===== config.mk =====
export PLATFORM = sky130hd
export DESIGN_NAME = qkv_bram_write_packer
export DESIGN_NICKNAME = d
export VERILOG_FILES = /design/src/rtl/qkv_bram_write_packer.sv
export SDC_FILE = /design/constraint.sdc
export NUM_CORES = 1
export LEC_CHECK = 0
export ABC_AREA = 1
export CORE_MARGIN = 2
export CORE_UTILIZATION = 57
export CTS_CLUSTER_DIAMETER = 100
export DETAILED_ROUTE_END_ITERATION = 6
export DONT_BUFFER_PORTS = 1
export GPL_ROUTABILITY_DRIVEN = 0
export PLACE_DENSITY = 0.75
export SYNTH_ARGS = -nofsm -noshare
export SYNTH_HDL_FRONTEND = slang
export SYNTH_SLANG_ARGS = --single-unit
export TNS_END_PERCENT = 10

===== constraint.sdc =====
create_clock -name clk -period 2.1 [get_ports clk]
set_input_delay 0.21 -clock clk [delete_from_list [all_inputs] [get_ports clk]]
set_output_delay 0.21 -clock clk [all_outputs]
set_load 0.01 [all_outputs]

===== src/rtl/qkv_bram_write_packer.sv =====
// Packs IN_WIDTH-bit stream beats into DATA_WIDTH-bit words and writes them to
// Port A of the Q/K/V buffer. Define PAD_PARTIAL_EN to zero-fill and write a short final word.
module qkv_bram_write_packer #(
  parameter int ADDR_WIDTH = 16,
  parameter int DATA_WIDTH = 256,
  parameter int IN_WIDTH   = 64,
  parameter int CNT_WIDTH  = 16
) (
  input  logic                  clk,
  input  logic                  rst_n,
  input  logic                  start_load,
  input  logic [ADDR_WIDTH-1:0] base_addr,
  input  logic [CNT_WIDTH-1:0]  num_words,
  input  logic [IN_WIDTH-1:0]   in_data,
  input  logic                  in_valid,
  input  logic                  in_last,
  output logic                  in_ready,
  output logic                  ena,
  output logic                  wea,
  output logic [ADDR_WIDTH-1:0] addra,
  output logic [DATA_WIDTH-1:0] dina,
  output logic                  busy,
  output logic                  load_done,
  output logic [CNT_WIDTH-1:0]  words_written,
  output logic                  err_short
);

  localparam int BEATS  = DATA_WIDTH / IN_WIDTH;
  localparam int BIDX_W = (BEATS > 1) ? $clog2(BEATS) : 1;
  localparam logic [BIDX_W-1:0] LAST_BEAT = BIDX_W'(BEATS - 1);

  localparam logic [1:0] ST_IDLE  = 2'd0;
  localparam logic [1:0] ST_PACK  = 2'd1;
  localparam logic [1:0] ST_FLUSH = 2'd2;
  localparam logic [1:0] ST_DONE  = 2'd3;

  logic [1:0]            state_reg;
  logic [BIDX_W-1:0]     beat_idx_reg;
  logic [DATA_WIDTH-1:0] pack_reg;
  logic                  final_reg;
  logic [ADDR_WIDTH-1:0] ptr_reg;
  logic [CNT_WIDTH-1:0]  num_words_reg;
  logic [CNT_WIDTH-1:0]  words_written_reg;
  logic                  err_short_reg;
  logic                  ena_reg;
  logic [ADDR_WIDTH-1:0] addra_reg;
  logic [DATA_WIDTH-1:0] dina_reg;

  logic [DATA_WIDTH-1:0] packed_next;
  logic                  in_ready_int;
  logic                  accept;
  logic                  word_complete;
  logic                  last_word;

  // The incoming beat replaces its lane; all other lanes hold what was packed so far.
  generate
    for (genvar gi = 0; gi < BEATS; gi++) begin : g_lane
      assign packed_next[gi*IN_WIDTH +: IN_WIDTH] =
        (beat_idx_reg == BIDX_W'(gi)) ? in_data : pack_reg[gi*IN_WIDTH +: IN_WIDTH];
    end
  endgenerate

  // final_reg marks the cycle the last word is being written, so no further beats are taken.
  assign in_ready_int  = (state_reg == ST_PACK) && !final_reg;
  assign accept        = in_valid && in_ready_int;
  assign word_complete = accept && (beat_idx_reg == LAST_BEAT);
  assign last_word     = (words_written_reg == (num_words_reg - CNT_WIDTH'(1)));

  always_ff @(posedge clk or negedge rst_n) begin
    if (!rst_n) begin
      state_reg         <= ST_IDLE;
      beat_idx_reg      <= '0;
      pack_reg          <= '0;
      final_reg         <= 1'b0;
      ptr_reg           <= '0;
      num_words_reg     <= '0;
      words_written_reg <= '0;
      err_short_reg     <= 1'b0;
      ena_reg           <= 1'b0;
      addra_reg         <= '0;
      dina_reg          <= '0;
    end else begin
      ena_reg <= 1'b0;
      case (state_reg)
        ST_IDLE: begin
          if (start_load) begin
            words_written_reg <= '0;
            err_short_reg     <= 1'b0;
            ptr_reg           <= base_addr;
            num_words_reg     <= num_words;
            beat_idx_reg      <= '0;
            pack_reg          <= '0;
            final_reg         <= 1'b0;
            state_reg         <= (num_words != '0) ? ST_PACK : ST_DONE;
          end
        end

        ST_PACK: begin
          if (final_reg) begin
            final_reg <= 1'b0;
            state_reg <= ST_DONE;
          end else if (word_complete) begin
            dina_reg          <= packed_next;
            addra_reg         <= ptr_reg;
            ena_reg           <= 1'b1;
            ptr_reg           <= ptr_reg + ADDR_WIDTH'(1);
            words_written_reg <= words_written_reg + CNT_WIDTH'(1);
            pack_reg          <= '0;
            beat_idx_reg      <= '0;
            if (last_word || in_last) begin
              final_reg <= 1'b1;
            end
            if (in_last && !last_word) begin
              err_short_reg <= 1'b1;
            end
          end else if (accept && in_last) begin
            err_short_reg <= 1'b1;
            pack_reg      <= '0;
            beat_idx_reg  <= '0;
`ifdef PAD_PARTIAL_EN
            // Untouched upper lanes of packed_next are already zero from the per-word clear.
            dina_reg          <= packed_next;
            addra_reg         <= ptr_reg;
            ena_reg           <= 1'b1;
            ptr_reg           <= ptr_reg + ADDR_WIDTH'(1);
            words_written_reg <= words_written_reg + CNT_WIDTH'(1);
            state_reg         <= ST_FLUSH;
`else
            state_reg         <= ST_DONE;
`endif
          end else if (accept) begin
            pack_reg     <= packed_next;
            beat_idx_reg <= beat_idx_reg + BIDX_W'(1);
          end
        end

        ST_FLUSH: begin
          state_reg <= ST_DONE;
        end

        ST_DONE: begin
          state_reg <= ST_IDLE;
        end

        default: begin
          state_reg <= ST_IDLE;
        end
      endcase
    end
  end

  assign in_ready      = in_ready_int;
  assign ena           = ena_reg;
  assign wea           = ena_reg;
  assign addra         = addra_reg;
  assign dina          = dina_reg;
  assign busy          = (state_reg == ST_PACK) || (state_reg == ST_FLUSH);
  assign load_done     = (state_reg == ST_DONE);
  assign words_written = words_written_reg;
  assign err_short     = err_short_reg;

endmodule


==> metrics.md <==
| Metric | Value |
|---|---|
| Final Max Slew Viols | `266` |
| Cts bufs inserted | `56` |
| CP endpoint kind | `flop` |
| CP Class | `reg2reg` |
| Routed len/inst | `19.77 um` |
| Setup slack, reg-to-reg | `-10 ps` |
| Core Footprint | `slightly above 40000 um^2` |
| Reg2reg start | `state_reg[1]$_DFFE_PN0P_` |
| Synth top cells by count | `nand2_1 (874), dfrtp_1 (558), o21ai_0 (529), o21ai_1 (180), inv_1 (160)` |
| Final core utilization | `~69%` |
| Number of max-cap violations | `0` |
| TritonCTS clock tree | `built` |
| # setup viols final | `15` |
| CP max-delay cell | `dfrtp_1` |
| Antenna cells | `0` |
| Post-synthesis net count | `2844` |
| Net Sw Frac | `around 36%` |
| Synth area leader | `dfrtp_1` |
| Sequential share of power | `41.5%` |
| RSZ-0062 raised after global routing | `yes` |
| Total Wirelength | `around 67000 um` |
| Vias per inst | `5.802` |
| Clk sinks | `about 560` |
| Post-synth top area share | `roughly three fifths` |
| Failing checks | `negative hold slack, max-slew violations, negative setup slack` |
| Worst R2R End | `pack_reg[15]$_DFFE_PN0P_` |
| Clk_lat worst skew | `610 ps` |
| Crit Path Max Fanout | `7` |
| Relative slew slack | `-47.38%` |
| Fmax | `between 0.4 and 0.5 GHz` |
| Vias in the first global route | `19330` |
| Cells after synthesis | `between 2000 and 3000` |
| Via count | `19620` |
| Clock Root Buffer | `clkbuf_16` |
| Die height | `208.3 um` |
| Leakage | `between 10 and 15 nW` |
| Final WS setup | `-12.92 ps` |
| Synth warnings | `0` |
| Clk slew on worst S/H paths | `60 ps` |
| EDFF count, synth | `0` |
| Tot Pwr | `37.32 mW` |
| Final hold violations | `558` |
| Mean post-synth cell area | `8.709 um^2` |
| Share of cells above drive strength 1 | `10.67%` |
| Die X | `208.3 um` |
| Cell area after synthesis | `between 20000 and 25000 um^2` |
| Initial Util | `58.01%` |
| Ys async rst share | `100.0%` |
| Hold_ws | `-688.1 ps` |
| Clock power frac | `a little over a quarter` |
| Gr usage total | `29.67%` |
| Arr. time, crit path | `roughly 2600 ps` |
| DRT iter0 DRCs | `2114` |
| Final #Nets | `2919` |
| Largest net degree at the start of global routing | `559` |
| Ranking of synthesized cells by area | `dfrtp_1 (59%), nand2_1 (14%), o21ai_0 (11%)` |
| Cell Rows | `74` |
| Combinational share of power | `between 30% and 40%` |
| Placed cell count | `3153` |
| VDD IR-drop max | `0.0007399 V` |
| Period utilisation layout | `100.6%` |
| #FFs+latches synth | `about 560` |
| Antenna viol nets, final | `0` |
| First-pass GRT wire length | `103800 um` |
| Max reg flops | `256` |
| P&R area growth vs syn | `19.42%` |
| Pwr/cell area | `1313 nW/um^2` |
| Initial antenna violation count | `1` |
| Top-count cell post-synth | `nand2_1` |
| Internal power | `23.75 mW` |
| Non-filler cells, final | `~3400` |
| Remaining DRCs | `0` |
| Total gr overflow | `0` |
| Post-DP HPWL | `41120 um` |
| Sequential element share of the synthesized area | `approximately three fifths` |
| Synth unique cells | `42` |
| Status | `finished, violations left` |
| Main synth FF type | `dfrtp_1` |
| Clock Path Buffers | `3` |
| Cts hold-fix bufs | `100` |
| R2r worst-path depth | `12` |
| 1st-pass router iterations | `7` |
| Min-Delay Path Class | `in2async` |
| CP Launch Type | `flop` |
| Crit path largest cell delay | `390 ps` |
| Num ports | `~400` |
| Min Tclk post-route | `approximately 2100 ps` |
| Req. time, crit path | `2620 ps` |
| Fin Clk Skew | `16.06 ps` |
| Worst Tran Pin Value | `roughly 2200 ps` |
| H-tree depth | `2` |
| Port buffer count | `0` |
| Critical path cell sequence | `inv_2 -> ha_4 -> inv_4 -> o21a_4 -> nor2_4 -> inv_2 -> a21oi_4 -> buf_12 -> nand2_8 -> buf_12 -> clkbuf_16 -> o21ai_1` |
| Die footprint | `43400 um^2` |
| P_sw | `13.57 mW` |
-- final cells by class --
cell class                 count  area, um^2
multi-input combinational   1832        8857
clock inverter                28       267.8
sequential                   558       13960
timing repair buffer         192        2400
clock buffer                  73        1588
fill                        3038       12600
inverter                     165       651.9
timing repair inverter         2       22.52
tap                          532       665.6
-- cell usage in the layout, fill, tap and decap left out, types with 6 or more instances in the layout --
| master | count |
|---|---|
| clkinv_2 | 17 |
| o21ai_0 | 509 |
| inv_1 | 157 |
| buf_16 | 8 |
| nor4_1 | 7 |
| clkbuf_8 | 8 |
| clkinvlp_4 | 6 |
| xor2_1 | 22 |
| buf_12 | 20 |
| o21ai_1 | 147 |
| mux2_2 | 10 |
| clkbuf_1 | 7 |
| nand2_1 | 865 |
| nor2_1 | 39 |
| clkbuf_16 | 71 |
| dfrtp_1 | 558 |
| buf_6 | 8 |
| nor2_2 | 8 |
| nand2_2 | 11 |
| o21ai_2 | 52 |
| a21oi_1 | 16 |
| xnor2_1 | 9 |
| nand4_1 | 11 |
| nor2_4 | 6 |
| nand3_1 | 58 |
| buf_4 | 40 |
| dlygate4sd3_1 | 100 |
-- metal layers --
layer / vias to the layer above / part of all wire (%) / GRT usage (%)
met5: - / 0.019 / 0
met2: 794 / 48 / 48.14
met4: 2 / 4.6 / 13.94
met1: 9579 / 39 / 37.31
li1: 9074 / - / -
met3: 174 / 8.0 / 7.864
-- critical path: cells and delay by family, from the launching register on --
| kind | cells | cell delay (ps) |
|---|---|---|
| adder cells (fa/ha/maj) | 1 | 170 |
| flip-flops | 1 | 390 |
| buffers and inverters | 6 | 710 |
| AND/OR/NAND/NOR | 2 | 240 |
| AO/OA/AOI/OAI | 3 | 520 |
-- worst max-delay path by stage --
| stage | from | endpoint | slack (ps) | cells after the start |
|---|---|---|---|---|
| finish | state_reg[1]$_DFFE_PN0P_ | pack_reg[15]$_DFFE_PN0P_ | -10 | 12 |
| global route | state_reg[1]$_DFFE_PN0P_ | pack_reg[74]$_DFFE_PN0P_ | -110 | 12 |
| CTS | state_reg[1]$_DFFE_PN0P_ | pack_reg[228]$_DFFE_PN0P_ | 3 | 12 |
| detailed placement | state_reg[1]$_DFFE_PN0P_ | pack_reg[120]$_DFFE_PN0P_ | -30 | 12 |
| global placement | state_reg[1]$_DFFE_PN0P_ | pack_reg[181]$_DFFE_PN0P_ | 50 | 12 |
| floorplan | state_reg[1]$_DFFE_PN0P_ | words_written[11]$_DFFE_PN0P_ | 150 | 14 |
-- per-stage QoR --
step | setup slack [ps] | cell area [um^2] | setup TNS (ps) | hold slack (ps)
6_report | -12.92 | 28420 | -85.33 | -688.1
3_3_place_gp | 49.84 | 24610 | 0 | -75.18
4_1_cts | 2.679 | 27580 | 0 | -710.3
5_1_grt | -110.4 | 28420 | -13670 | -703.2
2_1_floorplan | 154.8 | 23790 | 0 | -85.59
3_5_place_dp | -25.92 | 24610 | -63.69 | -74.88
-- what timing repair did --
action	CTS	global route
pin swaps	3	8
resized for setup	6	122
buffers inserted	4	7
hold endpoints to repair	902	558
cloned	2	16
setup endpoints to repair	54	305
-- cell families after synthesis --
logic type | Yosys count | share of synthesized area, %
multiplexers | 13 | 0.5995
AO/OA/AOI/OAI | 753 | 16.13
buffers and inverters | 342 | 5.679
XOR/XNOR | 31 | 1.141
adder cells (fa/ha/maj) | 11 | 0.5784
AND/OR/NAND/NOR | 1024 | 17.19
flip-flops | 558 | 58.68
-- power groups by stage --
stage	Combinational (mW)	Clock (mW)	Sequential, mW
3_5_place_dp	9.20	0	15.5
6_report	11.7	10.1	15.5
2_1_floorplan	6.44	0	14.9
4_1_cts	9.69	10.2	15.4
3_3_place_gp	8.80	0	15.4
5_1_grt	13.0	10.6	15.7
Power figures use the tool's default switching activity.
